File: src/rtl/parity_check_sched_pkg.sv
// Shared definitions for the time-multiplexed parity check scheduler.
// Latency: n/a (types and constants only).
// Backpressure: n/a.
package parity_sched_pkg;

  localparam int NCH_DEF        = 4;
  localparam int CNT_W_DEF      = 8;
  localparam int ERR_THRESH_DEF = 4;

  typedef enum logic [2:0] {
    ST_IDLE = 3'd0,
    ST_MIS  = 3'd1,
    ST_MAT  = 3'd2,
    ST_RUN  = 3'd3,
    ST_FAIL = 3'd4
  } state_t;

  // Self-test stimulus: a known mismatch pair, then a known match pair.
  localparam logic MIS_FORCE_A = 1'b0;
  localparam logic MIS_FORCE_B = 1'b1;
  localparam logic MAT_FORCE_A = 1'b1;
  localparam logic MAT_FORCE_B = 1'b1;

endpackage

File: src/rtl/parity_check_sched_if.sv
// Requester bundle: per-channel request, both parity copies and the grant/ack.
// Latency: ack is combinational from req in the same cycle.
// Backpressure: a requester holds req and parities until its ack bit is seen.
// Ports: req, par_a, par_b (requester -> scheduler); ack (scheduler -> requester).
interface parity_check_sched_if #(
  parameter int NCH = 4
);
  logic [NCH-1:0] req;
  logic [NCH-1:0] par_a;
  logic [NCH-1:0] par_b;
  logic [NCH-1:0] ack;

  modport master (output req, output par_a, output par_b, input ack);
  modport slave  (input req, input par_a, input par_b, output ack);
endinterface

File: src/rtl/parity_check_sched_rr_arb.sv
// Round-robin arbiter: first asserted req at or after ptr, wrapping modulo NCH.
// Latency: purely combinational.
// Backpressure: none; unserved requests simply stay pending.
// Ports: req, ptr in; gnt (one-hot), gnt_idx, any_gnt out.
module parity_rr_arb #(
  parameter int NCH = 4,
  parameter int PW  = $clog2(NCH)
) (
  input  logic [NCH-1:0] req,
  input  logic [PW-1:0]  ptr,
  output logic [NCH-1:0] gnt,
  output logic [PW-1:0]  gnt_idx,
  output logic           any_gnt
);

  logic [PW-1:0] k;

  always_comb begin
    gnt     = '0;
    gnt_idx = '0;
    any_gnt = 1'b0;
    k       = '0;
    for (int i = 0; i < NCH; i++) begin
      k = PW'((int'(ptr) + i) % NCH);
      if (!any_gnt && req[k]) begin
        gnt[k]  = 1'b1;
        gnt_idx = k;
        any_gnt = 1'b1;
      end
    end
  end

endmodule

File: src/rtl/parity_check_sched.sv
// Shares one parity comparator among NCH channels after a two-step self-test.
// Latency: ack same cycle as request; error status/count/alarm visible next cycle.
// Backpressure: one grant per cycle, round-robin; others wait with req held.
// Ports: clk, rst_n, start_i/stop_i/clear_i controls, bus (req/par_a/par_b/ack),
//        err_status_o, err_cnt_o, alarm_o, state_o, selftest_fail_o.
module parity_check_sched
  import parity_sched_pkg::*;
#(
  parameter int NCH        = NCH_DEF,
  parameter int CNT_W      = CNT_W_DEF,
  parameter int ERR_THRESH = ERR_THRESH_DEF
) (
  input  logic                 clk,
  input  logic                 rst_n,
  input  logic                 start_i,
  input  logic                 stop_i,
  input  logic                 clear_i,
  parity_check_sched_if.slave  bus,
  output logic [NCH-1:0]       err_status_o,
  output logic [CNT_W-1:0]     err_cnt_o,
  output logic                 alarm_o,
  output logic [2:0]           state_o,
  output logic                 selftest_fail_o
);

  localparam int PW = $clog2(NCH);
  localparam logic [CNT_W-1:0] CNT_MAX = '1;
  localparam logic [CNT_W-1:0] THR     = CNT_W'(ERR_THRESH);

  state_t           state, state_nxt;
  logic [PW-1:0]    ptr, ptr_nxt;
  logic [NCH-1:0]   gnt;
  logic [PW-1:0]    gnt_idx;
  logic             any_gnt;
  logic             run_gnt;
  logic             cmp_a, cmp_b, mis, err;
  logic [NCH-1:0]   status_q, status_nxt;
  logic [CNT_W-1:0] cnt_q, cnt_nxt;
  logic             alarm_q;

  parity_rr_arb #(.NCH(NCH), .PW(PW)) u_arb (
    .req     (bus.req),
    .ptr     (ptr),
    .gnt     (gnt),
    .gnt_idx (gnt_idx),
    .any_gnt (any_gnt)
  );

  // Comparator operand mux: self-test states override the granted channel.
  always_comb begin
    cmp_a = bus.par_a[gnt_idx];
    cmp_b = bus.par_b[gnt_idx];
    case (state)
      ST_MIS: begin cmp_a = MIS_FORCE_A; cmp_b = MIS_FORCE_B; end
      ST_MAT: begin cmp_a = MAT_FORCE_A; cmp_b = MAT_FORCE_B; end
      default: ;
    endcase
  end

  assign mis     = cmp_a ^ cmp_b;
  assign run_gnt = (state == ST_RUN) && any_gnt;
  assign err     = run_gnt && mis;
  assign bus.ack = run_gnt ? gnt : '0;
  assign ptr_nxt = (gnt_idx == PW'(NCH - 1)) ? '0 : gnt_idx + PW'(1);

  always_ff @(posedge clk or negedge rst_n) begin
    if (!rst_n) state <= ST_IDLE;
    else        state <= state_nxt;
  end

  always_comb begin
    state_nxt = state;
    case (state)
      ST_IDLE: if (start_i) state_nxt = ST_MIS;
      ST_MIS:  state_nxt = mis ? ST_MAT : ST_FAIL;
      ST_MAT:  state_nxt = mis ? ST_FAIL : ST_RUN;
      ST_RUN:  if (stop_i) state_nxt = ST_IDLE;
      ST_FAIL: state_nxt = ST_FAIL;
      default: state_nxt = ST_IDLE;
    endcase
  end

  // Clear first, then fold in this cycle's error so it is never lost.
  always_comb begin
    status_nxt = status_q;
    cnt_nxt    = cnt_q;
    if (clear_i) begin
      status_nxt = '0;
      cnt_nxt    = '0;
    end
    if (err) begin
      status_nxt = status_nxt | gnt;
      if (cnt_nxt != CNT_MAX) cnt_nxt = cnt_nxt + CNT_W'(1);
    end
  end

  // Error bookkeeping is frozen once the self-test has failed.
  always_ff @(posedge clk or negedge rst_n) begin
    if (!rst_n) begin
      status_q <= '0;
      cnt_q    <= '0;
      alarm_q  <= 1'b0;
      ptr      <= '0;
    end else begin
      if (state != ST_FAIL) begin
        status_q <= status_nxt;
        cnt_q    <= cnt_nxt;
        alarm_q  <= (cnt_nxt >= THR);
      end
      if (run_gnt) ptr <= ptr_nxt;
    end
  end

  assign err_status_o    = status_q;
  assign err_cnt_o       = cnt_q;
  assign state_o         = state;
  assign selftest_fail_o = (state == ST_FAIL);
  assign alarm_o         = alarm_q | selftest_fail_o;

endmodule

File: src/flat_wrapper.sv
// flat-port wrapper written by rule: the top's interface ports become plain ports
module parity_check_sched_flat import parity_sched_pkg::*;
#(
  parameter int NCH        = NCH_DEF,
  parameter int CNT_W      = CNT_W_DEF,
  parameter int ERR_THRESH = ERR_THRESH_DEF
)
  (clk, rst_n, start_i, stop_i, clear_i, err_status_o, err_cnt_o, alarm_o, state_o, selftest_fail_o, bus_req, bus_par_a, bus_par_b, bus_ack);
  parity_check_sched_if #(.NCH(NCH)) bus_i ();
  input  logic clk;
  input  logic rst_n;
  input  logic start_i;
  input  logic stop_i;
  input  logic clear_i;
  output logic [NCH-1:0] err_status_o;
  output logic [CNT_W-1:0] err_cnt_o;
  output logic alarm_o;
  output logic [2:0] state_o;
  output logic selftest_fail_o;
  input wire logic [$bits(bus_i.req)-1:0] bus_req;
  input wire logic [$bits(bus_i.par_a)-1:0] bus_par_a;
  input wire logic [$bits(bus_i.par_b)-1:0] bus_par_b;
  output wire logic [$bits(bus_i.ack)-1:0] bus_ack;
  assign bus_i.req = bus_req;
  assign bus_i.par_a = bus_par_a;
  assign bus_i.par_b = bus_par_b;
  assign bus_ack = bus_i.ack;
  parity_check_sched #(.NCH(NCH), .CNT_W(CNT_W), .ERR_THRESH(ERR_THRESH)) u_core (.clk(clk), .rst_n(rst_n), .start_i(start_i), .stop_i(stop_i), .clear_i(clear_i), .bus(bus_i), .err_status_o(err_status_o), .err_cnt_o(err_cnt_o), .alarm_o(alarm_o), .state_o(state_o), .selftest_fail_o(selftest_fail_o));
endmodule
File: config.mk
export PLATFORM = sky130hd
export DESIGN_NAME = parity_check_sched_flat
export DESIGN_NICKNAME = d
export VERILOG_FILES = /design/src/rtl/parity_check_sched_pkg.sv /design/src/rtl/parity_check_sched_if.sv /design/src/rtl/parity_check_sched_rr_arb.sv /design/src/rtl/parity_check_sched.sv /design/src/flat_wrapper.sv
export SDC_FILE = /design/constraint.sdc
export NUM_CORES = 1
export LEC_CHECK = 0
export BUFFER_PORTS_ARGS = -buffer_cell sky130_fd_sc_hd__clkbuf_2
export CAP_MARGIN = 20
export CORE_UTILIZATION = 35
export CTS_CLUSTER_DIAMETER = 40
export DETAILED_ROUTE_END_ITERATION = 6
export HOLD_SLACK_MARGIN = 0.05
export SYNTH_ARGS = -nofsm -noshare
export SYNTH_HDL_FRONTEND = slang
export SYNTH_SLANG_ARGS = --single-unit
File: constraint.sdc
create_clock -name clk -period 7.8 [get_ports clk]
set_input_delay 0.78 -clock clk [delete_from_list [all_inputs] [get_ports clk]]
set_output_delay 0.78 -clock clk [all_outputs]
set_load 0.1 [all_outputs]
==> reports/summary.txt <==
R2R depth: 10
CTS tree: done
Startpoint types: flop
Post-synth net total: 205
Skew final: 0.00423 ns
Clock latency on the worst-skew pair: 0.26 ns
RSZ-0062 raised after global routing: no
WL per Instance: 13.0 um
Critical path peak fanout: 15
Post-synth top flop: dfrtp_1
Yosys warns: 0
Initial antenna violation count: 0
Design area: 1840 sq um
Worst Setup End Kind: output pin
Die area: 4790 sq um
Unique masters post-synth: 47
Reg2reg end: u_core.alarm_q
Critical Path, Cell by Cell: inv_1, ha_1, mux4_1, nor2b_4, a22oi_1, nor2_1, a221o_2, nand2_1, inv_1, clkbuf_2
Die Height: 69.2 um
Mapped Avg Cell Area: 8.64 sq um
N_diodes: 0
Via density: 5.52
Largest stage delay on the critical path: 0.69 ns
EDFF count, synth: 0
Fin util: 0.422
Final #Nets: 241
Sum Neg Setup Slack: 0 ns
Outcome: finished clean
Vias in the first global route: 1394
Total grt overflow: 0
Reg-to-reg slack, setup: 4.02 ns
Post-DRT Antenna Nets: 0
# rows: 24
CTS Sinks: 18
Pwr per Cell Area: 423 nW/um^2
Crit path DAT: 3.25 ns
Commonest cells after routing, fill and taps aside: clkbuf_2 (37), nand2_1 (22), dfrtp_1 (18)
Post-synth top area share: 0.285
I/O pin cnt: 38
Fin crit period: 4.03 ns
End point of the critical path: bus_ack[3]
Req. time, crit path: 7.02 ns
Placed instance area: 1780 sq um
Port Buffers: 37
Worst slew pin tran: 0.808 ns
Die X: 69.2 um
Share of cells above drive strength 1: 0.257
Pin count of the biggest net entering global routing: 19
Critical Path Stages: 10
Final Max Slew Viols: 0
Hold Crit Class: in2async
GR Layer Usage met2: 0.250
GP Congestion: 0.861
Initial Utilization: 0.363
Area contributors post-synth: dfrtp_1 (29%), nand2_1 (5.2%), mux2i_1 (4.4%), o21ai_0 (4.1%), nor2_1 (4.0%)
Worst r2r src: u_core.ptr[0]
Post-DP HPWL: 2.67 mm
Final Hold Fails: 0
Leak pwr: 0.903 nW
Final wirelength: 3.52 mm
Maximum VDD drop: 0.000277 V
Core ar.: 4350 sq um
Max Buffers Root-to-Sink: 2
Worst path most repeated cell: inv_1
Drt drc: 0
Root buffer cell: clkbuf_8
FFs w/ async S/R, synth: 1.00
FMAX: 248 MHz
Endpoints failing setup: 0
Clock transition at path regs: 0.07 ns
Mapped Cells: 183
Hold_buf cts: 0
Layout area overhead: 16.3%
Top cell type by total area after synthesis: dfrtp_1
Buf/Inv on CP: 3
H-tree Lvls: 1
Flop and latch count out of synthesis: 18
CTS Buf Count: 3
Final period utilization: 0.517
Worst Setup Path Type: reg2out
Met3 usage: 0.0320
# Post-CTS Setup Buffers: 0
Post-synthesis sequential area ratio: 0.285
First-pass iteration count of the detailed router: 4
GRT Util Overall: 0.156
Max-cap violations: 0
CTS resizes: 0
Busiest grt layer: met2
Grt met1 use: 0.220
Critical path's top delay family: buffers and inverters
First-pass GRT wire length: 6.24 mm
Commonest non-fill, non-tap cell in the layout: clkbuf_2
Worst Setup SP: u_core.ptr[0]
Worst path slowest cell: dfrtp_1
Mapped Area: 1580 sq um
Via count: 1491
Starting DRC count in detailed routing: 90
Final hold slack: 0.456 ns
Fillcell total: 458
Slew HR: 0.446
==> sequential cells by signal (all words and copies together) (netlist names) <==
name                 count
u_core.err_cnt_o         8
u_core.err_status_o      4
u_core.state_o           3
u_core.ptr               2
u_core.alarm_q           1
==> cell usage after synthesis (all sizes together), types with 3 or more instances <==
| master | count |
|---|---|
| nand2 | 22 |
| inv | 10 |
| a21oi | 6 |
| mux2i | 7 |
| o21ai | 14 |
| xnor2 | 7 |
| buf | 5 |
| ha | 5 |
| o211ai | 4 |
| a221o | 4 |
| nor2 | 17 |
| nor3b | 3 |
| nand3 | 8 |
| a22oi | 6 |
| dfrtp | 18 |
| nor3 | 4 |
| nor2b | 7 |
==> power by group <==
group	internal (mW)	switching, mW	leakage (nW)
clock network	0.0450	0.0323	0.0288
registers	0.118	0.0370	0.239
logic	0.155	0.390	0.636
==> how the worst min path moves through the flow <==
stage,end,cells after the start,startpoint,slack [ns]
3_3_place_gp,u_core.err_status_o[0],2,u_core.err_status_o[0],0.46
4_1_cts,u_core.err_cnt_o[0],1,rst_n,0.47
2_1_floorplan,u_core.alarm_q,1,u_core.alarm_q,0.46
6_report,u_core.err_cnt_o[0],1,rst_n,0.46
5_1_grt,u_core.err_cnt_o[1],1,rst_n,0.50
3_5_place_dp,u_core.err_status_o[0],2,u_core.err_status_o[0],0.47
==> metrics by stage <==
step	setup slack [ns]	cells	power (mW)
after floorplan	4.43	183	0.628
after detailed placement	4.03	266	0.703
after global placement	4.13	266	0.697
after global routing	3.53	270	0.835
after CTS	3.75	270	0.783
final	3.77	270	0.777
==> metal layers <==
| layer | vias up | wire (um) |
|---|---|---|
| met2 | 53 | 1580 |
| li1 | 748 | - |
| met3 | 2 | 176 |
| met5 | - | 0 |
| met4 | 0 | 17 |
| met1 | 688 | 1740 |
==> area by class of cell <==
cell class                 instances  area, sq um  share of cell area
timing repair buffer              37          185               0.101
inverter                          10         37.5              0.0204
tap                               52         65.1              0.0354
sequential                        18          450               0.245
clock buffer                       4         55.1              0.0300
multi-input combinational        149         1040               0.568
==> logic make-up after synthesis <==
group	after synthesis	synth area share
AO/OA/AOI/OAI	52	0.258
XOR/XNOR	7	0.0388
adder cells (fa/ha/maj)	5	0.0396
buffers and inverters	16	0.0538
flip-flops	18	0.285
multiplexers	10	0.0847
AND/OR/NAND/NOR	75	0.240
Note: power is estimated with default switching activity, not from simulation.
